===== src/rtl/oneshot_pkg.sv =====
// Shared types and helpers for the one-shot pulse arbiter.
package oneshot_pkg;

    // Largest supported requester count and the index width that covers it.
    localparam int MAX_CH = 16;
    localparam int IDX_W  = 4;
    // One extra bit so last+offset (< 2*MAX_CH) never overflows.
    localparam int CAND_W = IDX_W + 1;

    typedef enum logic [1:0] {
        ST_IDLE  = 2'd0,
        ST_PULSE = 2'd1,
        ST_GAP   = 2'd2
    } state_t;

    typedef struct packed {
        logic             valid;
        logic [IDX_W-1:0] idx;
    } rr_pick_t;

    // Round-robin search: first set bit of pend starting at last+1, wrapping mod n.
    function automatic rr_pick_t rr_pick(
        input logic [MAX_CH-1:0] pend,
        input logic [IDX_W-1:0]  last,
        input logic [CAND_W-1:0] n
    );
        rr_pick_t          res;
        logic [CAND_W-1:0] cand;
        res.valid = 1'b0;
        res.idx   = {IDX_W{1'b0}};
        for (int k = 1; k <= MAX_CH; k++) begin
            cand = {1'b0, last} + CAND_W'(k);
            // last < n and k <= n, so a single subtraction completes the wrap.
            if (cand >= n) begin
                cand = cand - n;
            end else begin
                cand = cand;
            end
            if (!res.valid && (CAND_W'(k) <= n) && pend[cand[IDX_W-1:0]]) begin
                res.valid = 1'b1;
                res.idx   = cand[IDX_W-1:0];
            end else begin
                res = res;
            end
        end
        return res;
    endfunction

endpackage


===== src/rtl/oneshot_edge_sync.sv =====
// Three-flop synchronizer for one asynchronous trigger plus rising-edge detect.
module oneshot_edge_sync (
    input  logic clk,
    input  logic rst_n,
    input  logic trig,
    output logic rise
);

    // stage_r[0] is the metastability catcher; [2:1] are stable history.
    logic [2:0] stage_r;

    // Shift the raw trigger through the synchronizer chain.
    always_ff @(posedge clk or negedge rst_n) begin
        if (!rst_n) begin
            stage_r <= 3'b000;
        end else begin
            stage_r <= {stage_r[1:0], trig};
        end
    end

    // Older sample low, newer sample high: a rising edge.
    assign rise = (stage_r[2:1] == 2'b01);

endmodule


===== src/rtl/oneshot_arbiter.sv =====
// Round-robin arbiter sharing one fixed-length pulse timer between
// CHANNELS edge-triggered requesters, with a forced low gap between pulses.
module oneshot_arbiter
    import oneshot_pkg::*;
#(
    parameter int CHANNELS  = 4,
    parameter int PULSE_LEN = 10,
    parameter int GAP_LEN   = 2
) (
    input  logic                clk,
    input  logic                rst_n,
    input  logic                enable,
    input  logic [CHANNELS-1:0] trig,
    output logic [CHANNELS-1:0] pulse,
    output logic [CHANNELS-1:0] pending,
    output logic                busy,
    output logic [CHANNELS-1:0] overrun
);

    localparam int CNT_MAX = (PULSE_LEN > GAP_LEN) ? PULSE_LEN : GAP_LEN;
    localparam int CNT_W   = $clog2(CNT_MAX + 1);
    localparam logic [CNT_W-1:0] PULSE_RELOAD = CNT_W'(PULSE_LEN - 1);
    // Unused when GAP_LEN is 0; kept in range so it never wraps.
    localparam logic [CNT_W-1:0] GAP_RELOAD   = (GAP_LEN > 0) ? CNT_W'(GAP_LEN - 1) : {CNT_W{1'b0}};
    localparam logic [IDX_W-1:0] LAST_RESET   = IDX_W'(CHANNELS - 1);
    localparam logic [CHANNELS-1:0] ONEHOT0   = {{(CHANNELS-1){1'b0}}, 1'b1};

    state_t              state_r,   state_next_s;
    logic [CNT_W-1:0]    cnt_r,     cnt_next_s;
    logic [CHANNELS-1:0] pulse_r,   pulse_next_s;
    logic [CHANNELS-1:0] pending_r, pending_next_s;
    logic [CHANNELS-1:0] overrun_r, overrun_next_s;
    logic                busy_r,    busy_next_s;
    logic [IDX_W-1:0]    last_grant_r, last_next_s;
    logic [CHANNELS-1:0] rise_s;
    logic [CHANNELS-1:0] grant_mask_s;
    rr_pick_t            pick_s;

    for (genvar i = 0; i < CHANNELS; i++) begin : gen_sync
        oneshot_edge_sync u_sync (
            .clk   (clk),
            .rst_n (rst_n),
            .trig  (trig[i]),
            .rise  (rise_s[i])
        );
    end

    // Next-state, counter, grant and request-queue logic.
    always_comb begin
        state_next_s = state_r;
        cnt_next_s   = cnt_r;
        pulse_next_s = pulse_r;
        last_next_s  = last_grant_r;
        grant_mask_s = {CHANNELS{1'b0}};
        pick_s       = rr_pick(MAX_CH'(pending_r), last_grant_r, CAND_W'(CHANNELS));

        case (state_r)
            ST_IDLE: begin
                if (enable && pick_s.valid) begin
                    grant_mask_s = ONEHOT0 << pick_s.idx;
                    pulse_next_s = ONEHOT0 << pick_s.idx;
                    cnt_next_s   = PULSE_RELOAD;
                    last_next_s  = pick_s.idx;
                    state_next_s = ST_PULSE;
                end else begin
                    state_next_s = ST_IDLE;
                end
            end
            ST_PULSE: begin
                if (cnt_r != {CNT_W{1'b0}}) begin
                    cnt_next_s = cnt_r - CNT_W'(1'b1);
                end else begin
                    pulse_next_s = {CHANNELS{1'b0}};
                    if (GAP_LEN > 0) begin
                        cnt_next_s   = GAP_RELOAD;
                        state_next_s = ST_GAP;
                    end else begin
                        state_next_s = ST_IDLE;
                    end
                end
            end
            ST_GAP: begin
                if (cnt_r != {CNT_W{1'b0}}) begin
                    cnt_next_s = cnt_r - CNT_W'(1'b1);
                end else begin
                    state_next_s = ST_IDLE;
                end
            end
            default: begin
                state_next_s = ST_IDLE;
                pulse_next_s = {CHANNELS{1'b0}};
                cnt_next_s   = {CNT_W{1'b0}};
            end
        endcase

        // A new edge re-queues even the channel being granted this cycle;
        // only an edge on a request that survives this cycle is an overrun.
        pending_next_s = (pending_r & ~grant_mask_s) | rise_s;
        overrun_next_s = rise_s & pending_r & ~grant_mask_s;
        busy_next_s    = (state_next_s != ST_IDLE);
    end

    // Arbiter state, timer, outputs and request queue.
    always_ff @(posedge clk or negedge rst_n) begin
        if (!rst_n) begin
            state_r      <= ST_IDLE;
            cnt_r        <= {CNT_W{1'b0}};
            pulse_r      <= {CHANNELS{1'b0}};
            pending_r    <= {CHANNELS{1'b0}};
            overrun_r    <= {CHANNELS{1'b0}};
            busy_r       <= 1'b0;
            last_grant_r <= LAST_RESET;
        end else begin
            state_r      <= state_next_s;
            cnt_r        <= cnt_next_s;
            pulse_r      <= pulse_next_s;
            pending_r    <= pending_next_s;
            overrun_r    <= overrun_next_s;
            busy_r       <= busy_next_s;
            last_grant_r <= last_next_s;
        end
    end

    assign pulse   = pulse_r;
    assign pending = pending_r;
    assign busy    = busy_r;
    assign overrun = overrun_r;

endmodule


===== config.mk =====
export PLATFORM = sky130hd
export DESIGN_NAME = oneshot_arbiter
export DESIGN_NICKNAME = d
export VERILOG_FILES = /design/src/rtl/oneshot_pkg.sv /design/src/rtl/oneshot_edge_sync.sv /design/src/rtl/oneshot_arbiter.sv
export SDC_FILE = /design/constraint.sdc
export NUM_CORES = 1
export LEC_CHECK = 0
export BUFFER_PORTS_ARGS = -buffer_cell sky130_fd_sc_hd__buf_2
export CORE_AREA = 2 2 79 81
export CTS_CLUSTER_DIAMETER = 200
export DETAILED_ROUTE_END_ITERATION = 10
export DIE_AREA = 0 0 81 83
export PLACE_DENSITY = 0.63
export SYNTH_ARGS = -nofsm -noshare
export SYNTH_HDL_FRONTEND = slang
export SYNTH_SLANG_ARGS = --single-unit

===== constraint.sdc =====
create_clock -name clk -period 3.85 [get_ports clk]
set_input_delay 0.1925 -clock clk [delete_from_list [all_inputs] [get_ports clk]]
set_output_delay 0.1925 -clock clk [all_outputs]
set_load 0.005 [all_outputs]

## Yosys cells after proc, flatten, opt, wreduce, memory -nomap -nowiden

Index checks and enable logic that the tools add are counted.

| word-level totals | value |
|---|---|
| flip-flop bits (word level) | 35 |
| bits in latches | 0 |
| memory bits (writable) | 0 |
| bits in read-only memories | 0 |
| bits of input ports | 7 |
| output and inout port bits | 13 |
| logic and storage cells | 86 |
| memories kept | 0 |

| cells by class | value |
|---|---|
| add/sub/neg operators | 9 |
| multiply operators | 0 |
| divide/modulo/power cells | 0 |
| $lt $le $gt $ge | 8 |
| eq/ne operators | 9 |
| shift-type cells | 1 |
| mux-type cells | 29 |
| bitwise gates (word level) | 6 |
| reductions and logical operators | 13 |

Operator list:

| kind | count |
|---|---|
| $mux 4 | 11 |
| $pmux 4 s3 | 2 |
| $ge 5x3->1 const B | 4 |
| $lt 4x5->1 const B | 4 |
| $mux 5 | 4 |
| $bmux 1 s4 | 4 |
| $sub 4x3->4 const B | 4 |
| $and 4x4->4 | 3 |
| $add 4x2->5 const B | 2 |
| $eq 2x1->1 const B | 5 |
| $ne 2x2->1 const B | 3 |
| $pmux 2 s3 | 1 |
| $add 4x1->5 const B | 1 |
| $add 4x3->5 const B | 1 |
| $mux 1 | 5 |
| $logic_and 1x1->1 | 4 |
| $mux 2 | 2 |
| $not 4->4 | 1 |
| $or 4x4->4 | 1 |
| $reduce_and 2->1 | 2 |
| $reduce_bool 4->1 | 1 |
| $shl 1x4->4 const A | 1 |
| $sub 4x1->4 const B | 1 |
| $logic_not 1->1 | 3 |
| other kinds (5) | 5 |

## Longest topological paths before layout

Gate-level depths: netlist (run 1).

| logic depth | value |
|---|---|
| word-level depth | 21 |
| gate-level depth with buffers | 13 |

## Modules after synthesis

A second synthesis (run 1) with hierarchy kept.

| unflattened totals | value |
|---|---|
| cell total of the unflattened synthesis | 177 |
| area total of the unflattened synthesis | 1935.6 um^2 |

By module, submodules not included:

| module | instances | cells an instance | area each (um^2) | seq. area each (um^2) |
|---|---|---|---|---|
| oneshot_arbiter | 1 | 161 | 1580.3 | 578.1 |
| oneshot_edge_sync | 4 | 4 | 88.8 | 75.1 |

## Worst setup path after synthesis (run 1)

Ideal clock, no wire load.

| path | value |
|---|---|
| kind | register -> register |
| start point | register last_grant_r[0] |
| end point | register pending_r[0] (netlist: pending[0]) |
| library setup time | 0.151 ns |
| data arrival time | 2.733 ns |
| setup slack | 0.966 ns |
| cell stages (with the launch flop) | 14 |
| buffers on the path | 2 |
| clock period less this slack | 2.884 ns |
| path through | dfstp_2 > buf_2 > buf_4 > inv_1 > ha_1 > xnor2_1 > ha_1 > a22oi_1 > o21a_1 > a22o_1 > a211o_1 > a21oi_1 > o21ba_4 > a31oi_2 |

| on the way | value |
|---|---|
| cells in the longest elaborated chain, start to end | 21 |
| elaborated cells on any way between the ends | 41 |

Ends and longest elaborated chain:

| item | RTL line | source |
|---|---|---|
| from (decl) | oneshot_arbiter.sv:34 | `logic [IDX_W-1:0] last_grant_r, last_next_s;` |
| from (signal assigned) | oneshot_arbiter.sv:120 | `last_grant_r <= last_next_s;` |
| $add 4x1->5 | oneshot_pkg.sv:32 | `cand = {1'b0, last} + CAND_W'(k);` |
| $sub 4x3->4 or $ge 5x3->1 (tied branches) | oneshot_pkg.sv:35, oneshot_pkg.sv:34 |  |
| $mux 4 | oneshot_pkg.sv:34 | `if (cand >= n) begin` |
| $bmux 1 s4 | oneshot_pkg.sv:39 | `if (!res.valid && (CAND_W'(k) <= n) && pend[cand[IDX_W-1:0]]) begin` |
| $mux 1 (not written as such) | oneshot_pkg.sv:39 |  |
| $mux 5 | oneshot_pkg.sv:39 |  |
| $logic_not 1->1 | oneshot_pkg.sv:39 |  |
| $logic_and 1x1->1 | oneshot_pkg.sv:39 |  |
| [... 6 more ...] | -- |  |
| $mux 5 (*) | oneshot_pkg.sv:39 |  |
| $shl 1x4->4 or $logic_and 1x1->1 (tied branches) | oneshot_arbiter.sv:60, oneshot_arbiter.sv:59 |  |
| $mux 4 (*) | oneshot_arbiter.sv:59 | `if (enable && pick_s.valid) begin` |
| $mux 4 (*) | oneshot_arbiter.sv:57 | `case (state_r)` |
| $not 4->4 (*) | oneshot_arbiter.sv:98 | `pending_next_s = (pending_r & ~grant_mask_s) \| rise_s;` |
| $and 4x4->4 (*) | oneshot_arbiter.sv:98 |  |
| $or 4x4->4 (*) | oneshot_arbiter.sv:98 |  |
| net pending_next_s[0] | oneshot_arbiter.sv:31 | `logic [CHANNELS-1:0] pending_r, pending_next_s;` |
| to (signal assigned) | oneshot_arbiter.sv:109 | `pending_r <= {CHANNELS{1'b0}};` |
| to (signal assigned) | oneshot_arbiter.sv:117 | `pending_r <= pending_next_s;` |
| to (decl) | oneshot_arbiter.sv:31 |  |

Mark *: on every way through the listed nets, which the timed path passes. The rest lies on a longest branch. The select of a mux whose other input is x is not followed.
A chain may end at the register's enable or synchronous reset.

## Final worst setup path (run 1)

| path | value |
|---|---|
| start point | register last_grant_r[1] |
| end point | register pulse_r[3] (netlist: pulse[3]) |

| on the way | value |
|---|---|
| cells in the longest elaborated chain, start to end | 18 |
| elaborated cells on any way between the ends | 40 |

Ends and longest elaborated chain:

| item | RTL line | source |
|---|---|---|
| $add 4x1->5 | oneshot_pkg.sv:32 |  |
| $sub 4x3->4 or $ge 5x3->1 (tied branches) | oneshot_pkg.sv:35, oneshot_pkg.sv:34 |  |
| $mux 4 | oneshot_pkg.sv:34 |  |
| $bmux 1 s4 | oneshot_pkg.sv:39 |  |
| $mux 1 (not written as such) | oneshot_pkg.sv:39 |  |
| $mux 5 | oneshot_pkg.sv:39 |  |
| $logic_not 1->1 | oneshot_pkg.sv:39 |  |
| $logic_and 1x1->1 | oneshot_pkg.sv:39 |  |
| [... 2 more ...] | -- |  |
| $logic_and 1x1->1 | oneshot_pkg.sv:39 |  |
| $mux 5 | oneshot_pkg.sv:39 |  |
| $logic_not 1->1 | oneshot_pkg.sv:39 |  |
| $logic_and 1x1->1 | oneshot_pkg.sv:39 |  |
| $mux 5 (*) | oneshot_pkg.sv:39 |  |
| $shl 1x4->4 or $logic_and 1x1->1 (tied branches) | oneshot_arbiter.sv:61, oneshot_arbiter.sv:59 |  |
| $mux 4 or $ne 2x2->1 (tied branches) | -- |  |
| $pmux 4 s3 or $reduce_and 3->1 (tied branches) | -- |  |
| to (signal assigned) | oneshot_arbiter.sv:108 | `pulse_r <= {CHANNELS{1'b0}};` |
| to (signal assigned) | oneshot_arbiter.sv:116 | `pulse_r <= pulse_next_s;` |
| to (decl) | oneshot_arbiter.sv:30 | `logic [CHANNELS-1:0] pulse_r, pulse_next_s;` |

Every way passes the cells marked *; elsewhere a longest branch is shown, timed or not. The select of a mux whose other input is x is not followed.

==> impl_metrics.json, run 1 <==
{
  "final_period_minus_worst_setup_slack_ns": 3.118,
  "htree_levels": 2,
  "ys_top_cells_by_area": "sky130_fd_sc_hd__dfrtp_1 41%, sky130_fd_sc_hd__ha_1 11%, sky130_fd_sc_hd__nand2_1 3.2%",
  "number_of_flip_flops_and_latches_in_the_synthesized_netlist": 35,
  "failing_checks": "hold timing",
  "synthesis.yosys.warnings": 0,
  "critical_path_arrival_ns": 3.30,
  "finalMaxSlewViolations": 0,
  "power.density_cell_area_mw_per_mm2": 739.1,
  "critical_path_class": "reg -> reg",
  "final.period_utilization_pct": 80.99,
  "grt_remaining_overflow": 0,
  "critical_path.max_fanout": 11,
  "worstMarginPinSlew_ns": 0.7836,
  "antenna_found_initial": 0,
  "number_of_global_route_vias_before_repair": 1361,
  "post_cts_resize_count": 0,
  "timing.final.hold_violations": 24,
  "final_core_utilization_pct": 39.20,
  "initialDrtViolationCount": 68,
  "vias_per_cell": 4.993,
  "part_of_the_total_power_dissipated_in_sequential_elements_pct": 34.3,
  "critical-path-slowest-cell": "sky130_fd_sc_hd__dfstp_2",
  "clock_tree.buffer_depth": 2,
  "setup_repair_after_global_routing_missed_its_margin": "false",
  "power_frac_comb_pct": 51.3,
  "clkTransAtPathRegs_ns": 0.07,
  "finalSetupTns_ns": 0,
  "die_h_um": 83,
  "asyncSetResetFlopFracSynth_pct": 100.0,
  "pin_count_of_the_biggest_net_entering_global_routing": 36,
  "place_worst_setup_slack_ns": 0.7556,
  "slew_headroom_pct": 47.51,
  "synth_top_cell_area_share_pct": 40.77,
  "io-pin-count": 20,
  "port_buffers": 19,
  "dp.final_hpwl_um": 2878,
  "route.detailed.drc": 0,
  "cts_root_buf": "sky130_fd_sc_hd__clkbuf_8",
  "yosys_most_used_dff": "sky130_fd_sc_hd__dfrtp_1",
  "highest_cell_delay_on_the_worst_timing_path_ns": 0.66,
  "synthesis.area_sq_mm": 0.002026,
  "num-fill-cells": 599,
  "fin_skew_ns": 0.007496,
  "critical_path.startpoint_type": "flop",
  "power_switching_w": 0.0007166,
  "synth-edff-count": 0,
  "power.share.clock_pct": 14.4,
  "floorplan.rows": 28,
  "synth-seq-area-share_pct": 43.36,
  "postSynthAreaPerCell_sq_um": 10.55,
  "vdd.ir_drop.worst_uv": 388.7,
  "detail-route-antenna-nets": 0,
  "clock-sinks": 35,
  "global_route_wire_length_before_repair_um": 6582,
  "finish.net_count": 239,
  "synth.distinct_cells": 51,
  "drive_gt1_share_pct": 19.91,
  "yosys.cell_count.top_type": "sky130_fd_sc_hd__dfrtp_1",
  "wl_per_cell_um": 13.35,
  "initial_utilization_pct": 34.83,
  "worstPathBufferInverterCount": 1,
  "maxCapViolations": 0,
  "switching_share_of_power_pct": 42.53,
  "clk-insertion-delay-late_ns": 0.27,
  "netlist_instances": 192,
  "post-cts-setup-buffer-count": 0,
  "total_leakage_power_nw": 1.011,
  "p_int_w": 0.0009682,
  "cp_data_required_time_ns": 4.04,
  "cp-end-kind": "flop",
  "cp_top_family": "compound AO/OA/AOI/OAI gates",
  "area_growth_pct": 12.54,
  "grt_use_total_pct": 12.32,
  "cts_hold_buf": 0,
  "drt-pass1-iter-count": 4,
  "fmax_mhz": 320.7,
  "design.die.area_sq_mm": 0.006723,
  "synth_top_cells_by_count": "33 x sky130_fd_sc_hd__dfrtp_1, 17 x sky130_fd_sc_hd__ha_1, 17 x sky130_fd_sc_hd__nand2_1, 14 x sky130_fd_sc_hd__inv_1, 11 x sky130_fd_sc_hd__a21oi_1",
  "worst_slack_ns": 0.7317,
  "number_of_buffers_inserted_during_clock_tree_synthesis": 5,
  "finalWeightedCongestion": 0.8601,
  "worstHoldPathType": "in -> async",
  "final_setup_violations": 0,
  "tritoncts": "yes",
  "status": "finished with violations",
  "wirelength_um": 3884,
  "final.hold.worst_slack_ns": -0.01255,
  "fp.dieW_um": 81,
  "dr_total_vias": 1453,
  "insertedDiodeCount": 0,
  "core_area_sq_mm": 0.005816,
  "synth_area_leader_cell": "sky130_fd_sc_hd__dfrtp_1",
  "critical_path.cell_chain": "inv_1 > ha_1 > a21oi_1 > xnor2_1 > ha_1 > a22oi_1 > o21a_1 > a22oi_1 > o21ai_1 > o21ai_1 > a21oi_1 > o2bb2ai_1",
  "synth.net_count": 216
}
cell families after synthesis:
group	Yosys count	synth area share (%)
compound gates	54	19.95
xor+xnor	5	2.162
fa+ha+maj	18	10.99
buf+inv	19	4.138
flops	35	43.36
mux	8	5.435
simple gates	53	13.96
layout make-up:
class                           instances  area [sq um]  share of cell area [%]
Clock buffer                            7         76.32                   3.348
Timing Repair Buffer                   21         110.1                   4.830
Clock inverter                          1         5.005                  0.2195
Multi-Input combinational cell        138          1064                   46.65
Tap cell                               75         93.84                   4.116
Inverter                               14         52.55                   2.305
Sequential cell                        35         878.3                   38.53
worst register-to-register path, stage by stage (launching register included):
cell and delay [ns]:
sky130_fd_sc_hd__dfstp_2 0.66, sky130_fd_sc_hd__inv_1 0.14, sky130_fd_sc_hd__ha_1 0.22, sky130_fd_sc_hd__a21oi_1 0.17, sky130_fd_sc_hd__xnor2_1 0.18, sky130_fd_sc_hd__ha_1 0.19, sky130_fd_sc_hd__a22oi_1 0.06, sky130_fd_sc_hd__o21a_1 0.14
sky130_fd_sc_hd__a22oi_1 0.28, sky130_fd_sc_hd__o21ai_1 0.17, sky130_fd_sc_hd__o21ai_1 0.38, sky130_fd_sc_hd__a21oi_1 0.22, sky130_fd_sc_hd__o2bb2ai_1 0.21
state kept, by name (all words and copies together) (netlist names):
name	cells
gen_sync.u_sync.stage_r	12
cnt_r	4
last_grant_r	4
overrun	4
pending	4
pulse	4
state_r	2
busy	1
path summary, 6_finish.rpt:
| kind | from | to | slack (ns) | cells past startpoint |
|---|---|---|---|---|
| hold / removal | rst_n | pulse[0]$_DFFE_PN0P_ | -0.01 | 1 |
| hold reg to reg | gen_sync[3].u_sync.stage_r[0]$_DFF_PN0_ | gen_sync[3].u_sync.stage_r[1]$_DFF_PN0_ | 0.35 | 0 |
| max in group asynchronous | rst_n | state_r[0]$_DFF_PN0_ | 3.37 | 1 |
| setup / recovery | last_grant_r[1]$_DFFE_PN1N_ | pulse[3]$_DFFE_PN0P_ | 0.73 | 12 |
| setup reg to reg | last_grant_r[1]$_DFFE_PN1N_ | pulse[3]$_DFFE_PN0P_ | 0.73 | 12 |
| min in group clk | trig[1] | gen_sync[1].u_sync.stage_r[0]$_DFF_PN0_ | 0.02 | 1 |
power groups by stage:
stage          registers [W]  clock network (W)  logic [W]
2_1_floorplan       0.000557                  0   0.000661
3_3_place_gp        0.000583                  0   0.000848
3_5_place_dp        0.000586                  0   0.000865
4_1_cts             0.000581           0.000252   0.000870
5_1_grt             0.000595           0.000271   0.000973
6_report            0.000578           0.000243   0.000864
metal layers:
| metal | GRT usage, % | share of wire [%] | up-vias |
|---|---|---|---|
| li1 | - | - | 726 |
| met1 | 16.62 | 47 | 709 |
| met2 | 20.14 | 51 | 16 |
| met3 | 2.283 | 1.8 | 2 |
| met4 | 3.236 | 0.54 | 0 |
| met5 | 0 | 0 | - |
metrics by stage:
step	instances	area, sq um	power, W
2_1_floorplan	192	2026	0.001217
3_3_place_gp	283	2198	0.001431
3_5_place_dp	283	2198	0.001451
4_1_cts	291	2280	0.001702
5_1_grt	291	2280	0.001839
6_report	291	2280	0.001685
cell usage in the layout, fill, tap and decap left out, types with 2 or more instances in the layout:
cell                        instances
sky130_fd_sc_hd__dfstp_2            2
sky130_fd_sc_hd__inv_1             14
sky130_fd_sc_hd__mux2_2             4
sky130_fd_sc_hd__a22o_1             2
sky130_fd_sc_hd__o21a_1             2
sky130_fd_sc_hd__mux4_2             2
sky130_fd_sc_hd__dfrtp_1           33
sky130_fd_sc_hd__mux2i_1            2
sky130_fd_sc_hd__o21ai_1            2
sky130_fd_sc_hd__nor2_1             7
sky130_fd_sc_hd__a21o_1             3
sky130_fd_sc_hd__clkbuf_8           5
sky130_fd_sc_hd__a31oi_1            5
sky130_fd_sc_hd__nand2_1           17
sky130_fd_sc_hd__and2_1             3
sky130_fd_sc_hd__xnor2_1            4
sky130_fd_sc_hd__nor2b_1            6
sky130_fd_sc_hd__buf_4              2
sky130_fd_sc_hd__nor3_1             3
sky130_fd_sc_hd__nand2b_1           7
sky130_fd_sc_hd__a22oi_1            3
sky130_fd_sc_hd__o21ai_0            8
sky130_fd_sc_hd__o2111ai_1          2
sky130_fd_sc_hd__a21oi_1           11
sky130_fd_sc_hd__nand3_1            2
sky130_fd_sc_hd__o2bb2ai_1          4
sky130_fd_sc_hd__clkbuf_1           2
sky130_fd_sc_hd__buf_2             19
sky130_fd_sc_hd__ha_1              17
No activity file was read; power rests on OpenSTA's default activity.
==> run 2, diff against run 1 <==
clock period = 3.2 ns   (was 3.85 ns; I/O delays follow)
==> run 2 against run 1 <==
Compared with the run above: the run now ends clean; maximum frequency increased by 2.4%; first-iteration DRC count decreased by 2.9%; power increased by 28%; combinational power increased by 23%; global-route usage about the same; die area unchanged; hold slack improved by 0.26 ns; clock power increased by 65%; critical endpoint is now pending[0]$_DFF_PN0_; largest cell class unchanged; largest power group unchanged.
==> impl_metrics.json, run 2 (synthesized netlist as in run 1, its figures left out) <==
{
  "status": "complete, no violations",
  "number_of_global_route_vias_before_repair": 1385,
  "multiInputGateArea_sq_mm": 0.001070,
  "total_leakage_power_nw": 1.052,
  "final.period_utilization_pct": 95.12,
  "insertedDiodeCount": 0,
  "post-cts-setup-buffer-count": 0,
  "antenna_found_initial": 0,
  "grt_util_met3_pct": 2.609,
  "htree_levels": 2,
  "critical_path.cell_chain": "inv_1 > ha_1 > a21oi_1 > xnor2_1 > ha_1 > a22oi_1 > o21a_1 > a22o_1 > a211o_1 > a21oi_1 > o21ba_4 > a31oi_2",
  "vdd.ir_drop.worst_uv": 457.8,
  "largest_register": "gen_sync.u_sync.stage_r",
  "cp_data_required_time_ns": 3.34,
  "drive_gt1_share_pct": 20.72,
  "vias_per_cell": 4.993,
  "grt.busiest_layer": "met2",
  "finalWeightedCongestion": 0.8275,
  "final_period_minus_worst_setup_slack_ns": 3.044,
  "worst_slack_ns": 0.1560,
  "timing.final.hold_violations": 0,
  "finalSetupTns_ns": 0,
  "worstHoldPathType": "in -> reg",
  "place_worst_setup_slack_ns": 0.2226,
  "worstPathBufferInverterCount": 1,
  "critical_path_class": "reg -> reg",
  "cp-end-kind": "flop",
  "p_int_w": 0.001258,
  "number_of_buffers_inserted_during_clock_tree_synthesis": 5,
  "final.hold.worst_slack_ns": 0.2438,
  "highest_cell_delay_on_the_worst_timing_path_ns": 0.58,
  "ff_latch_area_sq_um": 878.3,
  "clock-sinks": 35,
  "layout.cells.most_common": "sky130_fd_sc_hd__dfrtp_1",
  "placed_cells_incl_taps": 284,
  "final_core_utilization_pct": 40.90,
  "finalMaxSlewViolations": 0,
  "setup_repair_after_global_routing_missed_its_margin": "false",
  "layoutNonFillerInstCount": 297,
  "global_route_wire_length_before_repair_um": 6520,
  "critical_path.max_fanout": 6,
  "largest_reg_flops": 12,
  "finish.net_count": 245,
  "grt_use_total_pct": 12.35,
  "critical_path_arrival_ns": 3.18,
  "initial_utilization_pct": 34.83,
  "wirelength_um": 3895,
  "port_buffers": 19,
  "fp.dieW_um": 81,
  "critical-path-slowest-cell": "sky130_fd_sc_hd__dfstp_2",
  "core_area_sq_mm": 0.005816,
  "global_route.usage.met2_pct": 18.63,
  "num-fill-cells": 594,
  "die_h_um": 83,
  "grt_remaining_overflow": 0,
  "io-pin-count": 20,
  "clock_tree.buffer_depth": 2,
  "final_setup_violations": 0,
  "power.share.clock_pct": 18.7,
  "power_switching_w": 0.0008941,
  "wl_per_cell_um": 13.11,
  "slew_headroom_pct": 50.51,
  "drt-pass1-iter-count": 4,
  "clk-insertion-delay-late_ns": 0.29,
  "grt.met1_usage_pct": 16.77,
  "worstMarginPinSlew_ns": 0.7423,
  "power_frac_comb_pct": 49.1,
  "cts_root_buf": "sky130_fd_sc_hd__clkbuf_8",
  "power.density_cell_area_mw_per_mm2": 904.9,
  "critical_path.startpoint_type": "flop",
  "tritoncts": "yes",
  "dp.final_hpwl_um": 2862,
  "final_cell_mix": "33 x sky130_fd_sc_hd__dfrtp_1, 19 x sky130_fd_sc_hd__buf_2, 17 x sky130_fd_sc_hd__nand2_1, 17 x sky130_fd_sc_hd__ha_1, 14 x sky130_fd_sc_hd__inv_1",
  "fmax_mhz": 328.5,
  "switching_share_of_power_pct": 41.54,
  "clkTransAtPathRegs_ns": 0.07,
  "area_growth_pct": 17.42,
  "detail-route-antenna-nets": 0,
  "initialDrtViolationCount": 66,
  "fin_skew_ns": 0.006184,
  "maxCapViolations": 0,
  "dr_total_vias": 1483,
  "floorplan.rows": 28,
  "cp_top_family": "compound AO/OA/AOI/OAI gates",
  "pin_count_of_the_biggest_net_entering_global_routing": 36,
  "design.die.area_sq_mm": 0.006723,
  "part_of_the_total_power_dissipated_in_sequential_elements_pct": 32.2,
  "route.detailed.drc": 0
}
[run 2: area by class of cell]
class	instances	area share (%)
sequential	35	36.93
multi-input combinational	138	44.98
tap	75	3.945
clock inverter	3	1.999
inverter	14	2.209
timing repair buffer	27	7.049
clock buffer	5	2.893
[run 2: routing by layer]
metal | wire, um | share of wire, %
met1 | 1851 | 48
met4 | 91 | 2.3
met2 | 1856 | 48
met3 | 96 | 2.5
met5 | 0 | 0
[run 2: worst paths after layout]
| kind | start | to | slack (ns) | cells after the start |
|---|---|---|---|---|
| max | last_grant_r[1]$_DFFE_PN1N_ | pending[0]$_DFF_PN0_ | 0.16 | 12 |
| min | enable | cnt_r[3]$_DFFE_PN0P_ | 0.24 | 3 |
| max reg2reg | last_grant_r[1]$_DFFE_PN1N_ | pending[0]$_DFF_PN0_ | 0.16 | 12 |
| min reg2reg | gen_sync[2].u_sync.stage_r[0]$_DFF_PN0_ | gen_sync[2].u_sync.stage_r[1]$_DFF_PN0_ | 0.35 | 0 |
| max in group asynchronous | rst_n | cnt_r[1]$_DFFE_PN0P_ | 2.25 | 2 |
| min in group asynchronous | rst_n | gen_sync[0].u_sync.stage_r[0]$_DFF_PN0_ | 0.47 | 2 |
[run 2: power groups by stage]
stage               logic, W  registers [W]  clock network (W)
global placement     0.00103       0.000698                  0
finish               0.00106       0.000693           0.000402
floorplan           0.000795       0.000670                  0
detailed placement   0.00105       0.000701                  0
CTS                  0.00105       0.000693           0.000412
global route         0.00118       0.000713           0.000432
[run 2: timing repair]
item | CTS | global route
hold buffers | 5 | 0
endpoints found under the hold margin | 37 | 0
endpoints found under the setup margin | 0 | 6
resized for setup | 0 | 1
[run 2: through the flow]
| stage | power, W | cell area (sq um) |
|---|---|---|
| 5_1_grt | 0.002325 | 2379 |
| 4_1_cts | 0.002159 | 2372 |
| 6_report | 0.002152 | 2379 |
| 3_5_place_dp | 0.001747 | 2206 |
| 2_1_floorplan | 0.001465 | 2026 |
| 3_3_place_gp | 0.001727 | 2206 |
[run 2: tightest hold or removal path, cell delays in order]
cell and delay (ns):
sky130_fd_sc_hd__buf_2 0.12, sky130_fd_sc_hd__o211ai_4 0.12, sky130_fd_sc_hd__nand2_1 0.09
